===== src/rtl/riscv_ctrl_pkg.sv =====
// Purpose: shared encodings for the multi-cycle RV32I controller (opcodes, functs, mux selects, FSM states).
// Latency: n/a (constants and types only).
// Backpressure: n/a.
// Ports: none (package).
package riscv_ctrl_pkg;

  // Major opcodes, instr[6:0]
  localparam logic [6:0] OPC_LOAD   = 7'h03;
  localparam logic [6:0] OPC_STORE  = 7'h23;
  localparam logic [6:0] OPC_OP     = 7'h33;
  localparam logic [6:0] OPC_OPIMM  = 7'h13;
  localparam logic [6:0] OPC_JAL    = 7'h6F;
  localparam logic [6:0] OPC_JALR   = 7'h67;
  localparam logic [6:0] OPC_BRANCH = 7'h63;
  localparam logic [6:0] OPC_LUI    = 7'h37;

  // funct3 values, instr[14:12]
  localparam logic [2:0] F3_ADD  = 3'd0;
  localparam logic [2:0] F3_SLT  = 3'd2;
  localparam logic [2:0] F3_OR   = 3'd6;
  localparam logic [2:0] F3_AND  = 3'd7;
  localparam logic [2:0] F3_BEQ  = 3'd0;
  localparam logic [2:0] F3_BNE  = 3'd1;
  localparam logic [2:0] F3_WORD = 3'd2;
  localparam logic [2:0] F3_JALR = 3'd0;

  // funct7 values, instr[31:25]
  localparam logic [6:0] F7_BASE = 7'h00;
  localparam logic [6:0] F7_ALT  = 7'h20;

  // ALU function codes; widened or narrowed to ALU_OP_W at the top.
  localparam logic [2:0] ALU_ADD = 3'd0;
  localparam logic [2:0] ALU_SUB = 3'd1;
  localparam logic [2:0] ALU_AND = 3'd2;
  localparam logic [2:0] ALU_OR  = 3'd3;
  localparam logic [2:0] ALU_SLT = 3'd4;

  // Immediate formats
  localparam logic [2:0] IMM_I = 3'b000;
  localparam logic [2:0] IMM_S = 3'b001;
  localparam logic [2:0] IMM_B = 3'b010;
  localparam logic [2:0] IMM_J = 3'b011;
  localparam logic [2:0] IMM_U = 3'b100;

  // Result mux
  localparam logic [1:0] RES_ALUOUT = 2'b00;
  localparam logic [1:0] RES_MEM    = 2'b01;
  localparam logic [1:0] RES_ALU    = 2'b10;
  localparam logic [1:0] RES_IMM    = 2'b11;

  // ALU operand muxes
  localparam logic [1:0] SRC_A_PC    = 2'b00;
  localparam logic [1:0] SRC_A_OLDPC = 2'b01;
  localparam logic [1:0] SRC_A_RS1   = 2'b10;
  localparam logic [1:0] SRC_B_RS2   = 2'b00;
  localparam logic [1:0] SRC_B_IMM   = 2'b01;
  localparam logic [1:0] SRC_B_FOUR  = 2'b10;

  typedef enum logic [3:0] {
    S_FETCH,
    S_DECODE,
    S_MEMADR,
    S_MEM_RD,
    S_MEM_WB,
    S_MEM_WR,
    S_EXEC_R,
    S_EXEC_I,
    S_ALU_WB,
    S_JAL,
    S_JALR1,
    S_JALR2,
    S_BRANCH,
    S_LUI_WB,
    S_TRAP
  } state_e;

endpackage


===== src/rtl/alu_decoder.sv =====
// Purpose: decodes opcode/funct3/funct7 into the ALU function and an instruction-legal flag.
// Latency: combinational, zero cycles.
// Backpressure: none; pure function of the IR fields.
// Ports: opc/f3/f7 in (IR fields); alu_op out (ALU_OP_W), legal out (1 = supported encoding).
module alu_decoder
  import riscv_ctrl_pkg::*;
#(
  parameter int ALU_OP_W = 3,
  parameter int EN_JALR  = 1
) (
  input  logic [6:0]          opc,
  input  logic [2:0]          f3,
  input  logic [6:0]          f7,
  output logic [ALU_OP_W-1:0] alu_op,
  output logic                legal
);

  logic [2:0] alu_code;

  always_comb begin
    alu_code = ALU_ADD;
    legal    = 1'b0;
    unique case (opc)
      OPC_LOAD, OPC_STORE: legal = (f3 == F3_WORD);
      OPC_OP: begin
        // Only the funct7=0x20 form of funct3=0 (SUB) uses the alternate funct7.
        unique case (f3)
          F3_ADD: begin
            if (f7 == F7_BASE) begin
              legal = 1'b1;
            end else if (f7 == F7_ALT) begin
              legal    = 1'b1;
              alu_code = ALU_SUB;
            end
          end
          F3_SLT: begin legal = (f7 == F7_BASE); alu_code = ALU_SLT; end
          F3_OR:  begin legal = (f7 == F7_BASE); alu_code = ALU_OR;  end
          F3_AND: begin legal = (f7 == F7_BASE); alu_code = ALU_AND; end
          default: legal = 1'b0;
        endcase
      end
      OPC_OPIMM: begin
        // Immediate forms ignore funct7 (it is part of the immediate).
        unique case (f3)
          F3_ADD: begin legal = 1'b1; alu_code = ALU_ADD; end
          F3_SLT: begin legal = 1'b1; alu_code = ALU_SLT; end
          F3_OR:  begin legal = 1'b1; alu_code = ALU_OR;  end
          F3_AND: begin legal = 1'b1; alu_code = ALU_AND; end
          default: legal = 1'b0;
        endcase
      end
      OPC_JAL, OPC_LUI: legal = 1'b1;
      OPC_JALR:   legal = (EN_JALR != 0) && (f3 == F3_JALR);
      OPC_BRANCH: begin
        legal    = (f3 == F3_BEQ) || (f3 == F3_BNE);
        alu_code = ALU_SUB;
      end
      default: legal = 1'b0;
    endcase
  end

  assign alu_op = ALU_OP_W'(alu_code);

endmodule


===== src/rtl/multi_cycle_controller.sv =====
// Purpose: multi-cycle RV32I control FSM driving datapath muxes/enables for a shared instruction/data memory.
// Latency: 3-5 cycles per instruction plus memory wait cycles; instr_done pulses in the retiring cycle.
// Backpressure: FETCH, MEM_RD and MEM_WR stall on mem_ready (ignored when MEM_WAIT=0); TRAP halts until reset.
// Ports: clk/rst_n; instr, zero, mem_ready in; pc_write, ir_write, adr_src, mem_write, reg_write,
//        result_src, alu_src_a, alu_src_b, imm_src, alu_op, illegal, instr_done out.
module multi_cycle_controller
  import riscv_ctrl_pkg::*;
#(
  parameter int ALU_OP_W = 3,
  parameter int EN_JALR  = 1,
  parameter int MEM_WAIT = 1
) (
  input  logic                clk,
  input  logic                rst_n,
  input  logic [31:0]         instr,
  input  logic                zero,
  input  logic                mem_ready,
  output logic                pc_write,
  output logic                ir_write,
  output logic                adr_src,
  output logic                mem_write,
  output logic                reg_write,
  output logic [1:0]          result_src,
  output logic [1:0]          alu_src_a,
  output logic [1:0]          alu_src_b,
  output logic [2:0]          imm_src,
  output logic [ALU_OP_W-1:0] alu_op,
  output logic                illegal,
  output logic                instr_done
);

  localparam logic [ALU_OP_W-1:0] OP_ADD = ALU_OP_W'(ALU_ADD);
  localparam logic [ALU_OP_W-1:0] OP_SUB = ALU_OP_W'(ALU_SUB);

  state_e state_q, state_d;
  logic   illegal_q, illegal_d;

  logic [6:0]          opc;
  logic [2:0]          f3;
  logic [6:0]          f7;
  logic [ALU_OP_W-1:0] dec_alu_op;
  logic                dec_legal;
  logic                mem_rdy;

  // Raw enables before reset masking.
  logic pc_write_c, ir_write_c, mem_write_c, reg_write_c, done_c;

  // Register/immediate fields belong to the datapath, not the controller.
  logic unused_instr_bits;
  assign unused_instr_bits = ^{instr[24:15], instr[11:7]};

  assign opc = instr[6:0];
  assign f3  = instr[14:12];
  assign f7  = instr[31:25];

  assign mem_rdy = (MEM_WAIT != 0) ? mem_ready : 1'b1;

  alu_decoder #(
    .ALU_OP_W (ALU_OP_W),
    .EN_JALR  (EN_JALR)
  ) u_alu_decoder (
    .opc    (opc),
    .f3     (f3),
    .f7     (f7),
    .alu_op (dec_alu_op),
    .legal  (dec_legal)
  );

  always_comb begin
    state_d     = state_q;
    pc_write_c  = 1'b0;
    ir_write_c  = 1'b0;
    mem_write_c = 1'b0;
    reg_write_c = 1'b0;
    done_c      = 1'b0;
    adr_src     = 1'b0;
    result_src  = RES_ALUOUT;
    alu_src_a   = SRC_A_PC;
    alu_src_b   = SRC_B_RS2;
    imm_src     = IMM_I;
    alu_op      = OP_ADD;

    unique case (state_q)
      S_FETCH: begin
        alu_src_b  = SRC_B_FOUR;
        result_src = RES_ALU;
        if (mem_rdy) begin
          ir_write_c = 1'b1;
          pc_write_c = 1'b1;
          state_d    = S_DECODE;
        end
      end
      S_DECODE: begin
        // Branch/jump target is precomputed here and parked in ALUOut.
        alu_src_a = SRC_A_OLDPC;
        alu_src_b = SRC_B_IMM;
        imm_src   = (opc == OPC_JAL) ? IMM_J : IMM_B;
        if (!dec_legal) begin
          state_d = S_TRAP;
        end else begin
          unique case (opc)
            OPC_LOAD, OPC_STORE: state_d = S_MEMADR;
            OPC_OP:              state_d = S_EXEC_R;
            OPC_OPIMM:           state_d = S_EXEC_I;
            OPC_JAL:             state_d = S_JAL;
            OPC_JALR:            state_d = S_JALR1;
            OPC_BRANCH:          state_d = S_BRANCH;
            OPC_LUI:             state_d = S_LUI_WB;
            default:             state_d = S_TRAP;
          endcase
        end
      end
      S_MEMADR: begin
        alu_src_a = SRC_A_RS1;
        alu_src_b = SRC_B_IMM;
        imm_src   = (opc == OPC_STORE) ? IMM_S : IMM_I;
        state_d   = (opc == OPC_STORE) ? S_MEM_WR : S_MEM_RD;
      end
      S_MEM_RD: begin
        adr_src = 1'b1;
        if (mem_rdy) state_d = S_MEM_WB;
      end
      S_MEM_WB: begin
        result_src  = RES_MEM;
        reg_write_c = 1'b1;
        done_c      = 1'b1;
        state_d     = S_FETCH;
      end
      S_MEM_WR: begin
        // Strobe stays up for the whole access; the store retires on the ready cycle.
        adr_src     = 1'b1;
        mem_write_c = 1'b1;
        if (mem_rdy) begin
          done_c  = 1'b1;
          state_d = S_FETCH;
        end
      end
      S_EXEC_R: begin
        alu_src_a = SRC_A_RS1;
        alu_src_b = SRC_B_RS2;
        alu_op    = dec_alu_op;
        state_d   = S_ALU_WB;
      end
      S_EXEC_I: begin
        alu_src_a = SRC_A_RS1;
        alu_src_b = SRC_B_IMM;
        alu_op    = dec_alu_op;
        state_d   = S_ALU_WB;
      end
      S_ALU_WB: begin
        reg_write_c = 1'b1;
        done_c      = 1'b1;
        state_d     = S_FETCH;
      end
      S_JAL, S_JALR2: begin
        // PC takes the parked target while the ALU forms OldPC+4 for the link write.
        // Target was captured before rd is written, so jalr with rd==rs1 is safe.
        alu_src_a  = SRC_A_OLDPC;
        alu_src_b  = SRC_B_FOUR;
        pc_write_c = 1'b1;
        state_d    = S_ALU_WB;
      end
      S_JALR1: begin
        alu_src_a = SRC_A_RS1;
        alu_src_b = SRC_B_IMM;
        state_d   = S_JALR2;
      end
      S_BRANCH: begin
        alu_src_a  = SRC_A_RS1;
        alu_src_b  = SRC_B_RS2;
        alu_op     = OP_SUB;
        pc_write_c = ((f3 == F3_BEQ) && zero) || ((f3 == F3_BNE) && !zero);
        done_c     = 1'b1;
        state_d    = S_FETCH;
      end
      S_LUI_WB: begin
        imm_src     = IMM_U;
        result_src  = RES_IMM;
        reg_write_c = 1'b1;
        done_c      = 1'b1;
        state_d     = S_FETCH;
      end
      S_TRAP: state_d = S_TRAP;
      default: state_d = S_FETCH;
    endcase

    illegal_d = illegal_q | (state_d == S_TRAP);
  end

  always_ff @(posedge clk or negedge rst_n) begin
    if (!rst_n) begin
      state_q   <= S_FETCH;
      illegal_q <= 1'b0;
    end else begin
      state_q   <= state_d;
      illegal_q <= illegal_d;
    end
  end

  // Reset masks the strobes asynchronously so an in-flight write is dropped at once.
  assign pc_write   = pc_write_c  & rst_n;
  assign ir_write   = ir_write_c  & rst_n;
  assign mem_write  = mem_write_c & rst_n;
  assign reg_write  = reg_write_c & rst_n;
  assign instr_done = done_c      & rst_n;
  assign illegal    = illegal_q;

endmodule


===== config.mk =====
export PLATFORM = sky130hd
export DESIGN_NAME = multi_cycle_controller
export DESIGN_NICKNAME = d
export VERILOG_FILES = /design/src/rtl/riscv_ctrl_pkg.sv /design/src/rtl/alu_decoder.sv /design/src/rtl/multi_cycle_controller.sv
export SDC_FILE = /design/constraint.sdc
export NUM_CORES = 1
export LEC_CHECK = 0
export CAP_MARGIN = 25
export CORE_ASPECT_RATIO = 1.1
export CORE_MARGIN = 2
export CORE_UTILIZATION = 39
export DETAILED_ROUTE_END_ITERATION = 8
export PLACE_DENSITY = 0.83
export SLEW_MARGIN = 20
export SYNTH_ARGS = -nofsm -noshare
export SYNTH_HDL_FRONTEND = slang
export SYNTH_HIERARCHICAL = 1
export SYNTH_SLANG_ARGS = --single-unit

===== constraint.sdc =====
create_clock -name clk -period 2.2 [get_ports clk]
set_clock_uncertainty 0.2 [all_clocks]
set_input_delay 0.44 -clock clk [delete_from_list [all_inputs] [get_ports clk]]
set_output_delay 0.44 -clock clk [all_outputs]
set_load 0.01 [all_outputs]

; ---- After elaboration in Yosys (flattened, before gate mapping)
; Index checks and enable logic that the tools add are counted.
[totals]
input_bits = 36
word_cells = 89
reg_bits = 5
[classes]
bitwise = 6
mux = 31
eq_ne = 28
reduce_logical = 22
[op_table]
columns = cell, n
row1 = $eq 4x4->1 const B, 8
row2 = $pmux 4 s8, 1
row3 = $eq 7x6->1 const B, 4
row4 = $pmux 4 s7, 1
row5 = $pmux 3 s3, 3
row6 = $eq 7x7->1 const B, 3
row7 = $eq 4x3->1 const B, 4
row8 = $mux 4, 4
row9 = $reduce_or 4->1, 4
row10 = $pmux 3 s4, 1
row11 = $reduce_or 3->1, 4
row12 = $mux 1, 11
row13 = $reduce_or 2->1, 5
row14 = $eq 4x2->1 const B, 2
row15 = $pmux 2 s2, 2
row16 = $eq 7x2->1 const B, 1
row17 = $eq 7x5->1 const B, 1
row18 = $logic_not 7->1, 1
row19 = $eq 3x3->1 const B, 2
row20 = $mux 3, 2
row21 = $pmux 1 s6, 1
row22 = $pmux 2 s3, 1
row23 = $pmux 3 s2, 1
row24 = $and 1x1->1, 5
row25 = 12 further kinds, 15

; ---- Logic depth before layout (Yosys ltp)
[logic_depth]
depth_word = 9
mapped_depth = 9

; ---- Cells and area by module
; The synthesis kept the hierarchy.
[by_module_without_submodules]
columns = mod, n_inst, cells_each, area_each_um2
row1 = multi_cycle_controller, 1, 118, 762.0
row2 = alu_decoder, 1, 33, 220.2

; ---- Worst setup path before layout
; Ideal clock, no wire load.
[synth_path]
kind = input -> register
startpoint = in instr[26]
endpoint = reg illegal_q (netlist: illegal)
setup_ns = 0.120
cell_stages = 8
arrival_time_ns = 1.906
path_slack_ns = -0.027
path_cell_list = nor4_4 o211ai_1 a221oi_1 or3_1 and3_2 a31oi_1 a221o_1 a41o_1
[synth_between]
elab_chain_cells = 9
elab_cells_between_ends = 10
classes_between = 2 x eq/ne / 6 x mux / 1 x bitwise / 1 x reduce/logical
[synth_lines]
columns = item, line_no
row1 = start: declaration, multi_cycle_controller.sv:15  ; input logic [31:0] instr,
row2 = $eq 7x6->1, alu_decoder.sv:31  ; end else if (f7 == F7_ALT) begin
row3 = $mux 1, alu_decoder.sv:31
row4 = $mux 1, alu_decoder.sv:29  ; if (f7 == F7_BASE) begin
row5 = $pmux 1 s2 *, alu_decoder.sv:27  ; unique case (f3)
row6 = $pmux 1 s6 *, alu_decoder.sv:23  ; unique case (opc)
row7 = net dec_legal, multi_cycle_controller.sv:42  ; logic dec_legal;
row8 = $mux 4 *, multi_cycle_controller.sv:98  ; if (!dec_legal) begin
row9 = $pmux 4 s8 *, multi_cycle_controller.sv:83  ; unique case (state_q)
row10 = net state_d[2], multi_cycle_controller.sv:35  ; state_e state_q, state_d;
row11 = $eq 4x4->1 *, multi_cycle_controller.sv:187  ; illegal_d = illegal_q | (state_d == S_TRAP);
row12 = $or 1x1->1 *, multi_cycle_controller.sv:187
row13 = net illegal_d, multi_cycle_controller.sv:36  ; logic illegal_q, illegal_d;
row14 = end signal: assignment, multi_cycle_controller.sv:196  ; illegal_q <= illegal_d;
row15 = end: declaration, multi_cycle_controller.sv:36
; Mark *: on every way through the listed nets, which the timed path passes. The rest lies on a longest branch.

; ---- Final worst setup path
[layout_path]
startpoint = in instr[25]
endpoint = reg illegal_q (netlist: illegal)
; Same word-level chain as after synthesis.

==> flow_metrics.tcl <==
set metrics [dict create \
    layout-drive-gt1-share 0.494 \
    r2r_setup_slack_ns 0.15 \
    violations "setup timing" \
    setup_ws_ns -0.215 \
    synthesis.area_um2 982 \
    numCtsBuffers 3 \
    cts.reportedPaths.clkPinSlew_ns 0.05 \
    grt_max_degree 13 \
    grt_pass1_vias 1669 \
    postSynthCellCount 151 \
    routed_wl_um 4890 \
    nets 282 \
    synth_edf_count 0 \
    drt-initial-drc-count 112 \
    clock-sinks 5 \
    clk_path_buf_depth 2 \
    start_kind "input port" \
    cellPowerDensity_nw_per_um2 963 \
    fp-row-count 19 \
    timing.final.crit_share 1.10 \
    multi_input_area_um2 957 \
    dr.pass1.iters 4 \
    power_leakage_nw 0.932 \
    min_to "illegal" \
    ys.flop_type "dfrtp_1" \
    cp-end-kind "flop" \
    seq_area_frac_synth 0.127 \
    grt_setup_unrepaired "true" \
    yosysWarnings 6 \
    htreeDepth 1 \
    area_delta_synth_final_pct 96.9 \
    hold_depth 1 \
    wl_per_cell_um 17.7 \
    layout_min_cycle_time_ns 2.41 \
    start_util 0.401 \
    cp-startpoint "instr[25]" \
    cts_tree "built" \
    finalSetupTns_ns -0.618 \
    layout_commonest_cell "buf_4" \
    maxSlewHeadroom 0.724 \
    setup_violations 5 \
    regToRegStartpoint "state_q[2]" \
    ys_ff_latch 5 \
    num_vias 1710 \
    clock-root-buffer "clkbuf_4" \
    crit_path_max_fanout 3 \
    post-route-util 0.790 \
    dp_hpwl_um 2820 \
    synth.top_cell.area_share 0.127 \
    insertion_delay_ns 0.25 \
    cp_slowest_cell "a221o_1" \
    hold_viol 0 \
    cap_violations 0 \
    gp_congestion 0.916 \
    regArea_um2 130 \
    ys_top_cells_by_area "dfrtp_1 (13%), nor2_1 (7.3%), a21oi_1 (6.6%)" \
    critical_path_arrival_ns 2.34 \
    cp_top_family "compound AO/OA/AOI/OAI gates" \
    hp-class "flop to flop" \
    grt_overflow 0 \
    fp.coreArea_um2 2450 \
    synth_nets 187 \
    drc_errors 0 \
    synth.distinct_cells 47 \
    path_buf_inv 2 \
    grt_pass1_wl_um 7320 \
    ios 55 \
    min_from "illegal" \
    r2r_cells 9 \
    synth_top_area_cell "dfrtp_1" \
    fill_cells 158 \
    rr_endpoint "illegal" \
    worst-setup-path-type "input port to flop" \
    antenna_found_initial 0 \
    fmax_mhz 414 \
    die_area_um2 2940 \
    crit_required_ns 2.12 \
    grtUsageTotal 0.322 \
    power_mw 1.86 \
    slew_violations 0 \
    die_h_um 56.6 \
    layout_common_cells "buf_4 (48), nor2_1 (14), buf_2 (13)" \
    status "finished with violations" \
    critPathMaxStageDelay_ns 0.31 \
    antenna_left 0 \
    worstMarginPinSlew_ns 0.410 \
    async_reset_ff_frac 1.00 \
    numPortBuffers 39 \
    diodes 0 \
    viasPerCell 6.20 \
    avgSynthCellArea_um2 6.50 \
    crit_chain "buf_6 -> nor4_4 -> buf_4 -> o211ai_1 -> a221oi_2 -> or3_1 -> and3_4 -> a31oi_4 -> a221o_1 -> a41o_1" \
    die_w_um 51.9 \
    peakVddDrop_mv 0.742 \
]
==> cell families (layout without fill, tap and decap cells) <==
group / after synthesis / after routing / synth area share
AO/OA/AOI/OAI: 37 / 37 / 0.251
XOR/XNOR: 4 / 4 / 0.0357
buffers and inverters: 14 / 108 / 0.0586
flip-flops: 5 / 5 / 0.127
multiplexers: 2 / 2 / 0.0204
AND/OR/NAND/NOR: 89 / 89 / 0.507
==> metrics by stage <==
stage / setup WS [ns] / std cells / hold slack [ns] / area [um2]
6_report: -0.215 / 276 / 0.358 / 1930
5_1_grt: -0.320 / 276 / 0.343 / 1930
4_1_cts: -0.220 / 271 / 0.314 / 1830
3_5_place_dp: -0.980 / 256 / 0.261 / 1700
3_3_place_gp: -0.922 / 256 / 0.256 / 1700
2_1_floorplan: -0.0157 / 151 / -0.0556 / 986
==> worst max-delay path by stage <==
stage / depth (start not counted) / to
2_1_floorplan: 8 / illegal
3_3_place_gp: 8 / alu_op[0]
3_5_place_dp: 8 / alu_op[0]
4_1_cts: 8 / alu_op[0]
5_1_grt: 11 / illegal
6_report: 10 / illegal
==> state kept, by name, summed over array words and instances, names as in the netlist <==
register and cells:
state_q 4, illegal 1
==> repair_timing <==
item	in CTS	in global routing
setup buffers	11	5
hold buffers	0	0
resized for setup	116	41
setup endpoints to repair	23	14
pin swaps	23	17
==> power breakdown <==
group          internal, mW  total, mW  switching (mW)
clock network        0.0689      0.111          0.0421
logic                 0.746       1.55           0.801
registers             0.144      0.205          0.0613
total                 0.959       1.86           0.904
==> final cells by class <==
class	instances	area share
Multi-Input combinational cell	132	0.495
Timing Repair Buffer	97	0.391
Sequential cell	5	0.0673
Tap cell	31	0.0201
Clock buffer	4	0.0136
Inverter	7	0.0136
==> metal layers <==
layer	global-route usage	wire length [um]	part of all wire
met1	0.328	1710	0.35
met4	0.207	364	0.074
met3	0.0612	314	0.064
met5	0	0	0
met2	0.577	2500	0.51
==> cells in the mapped netlist, drive strengths merged, types with 2 or more instances <==
cell	n
nor4	3
mux2i	2
buf	3
or2	2
and2b	2
nand4	5
and2	2
clkbuf	4
nor3	8
nor2b	9
nand3	6
a22oi	2
or3	2
dfrtp	5
xor2	3
nand2b	8
and3	5
nand2	14
nand3b	2
a21oi	13
o311ai	2
inv	7
nor3b	2
o21ai	8
nor2	19
No activity file was read; power rests on OpenSTA's default activity.
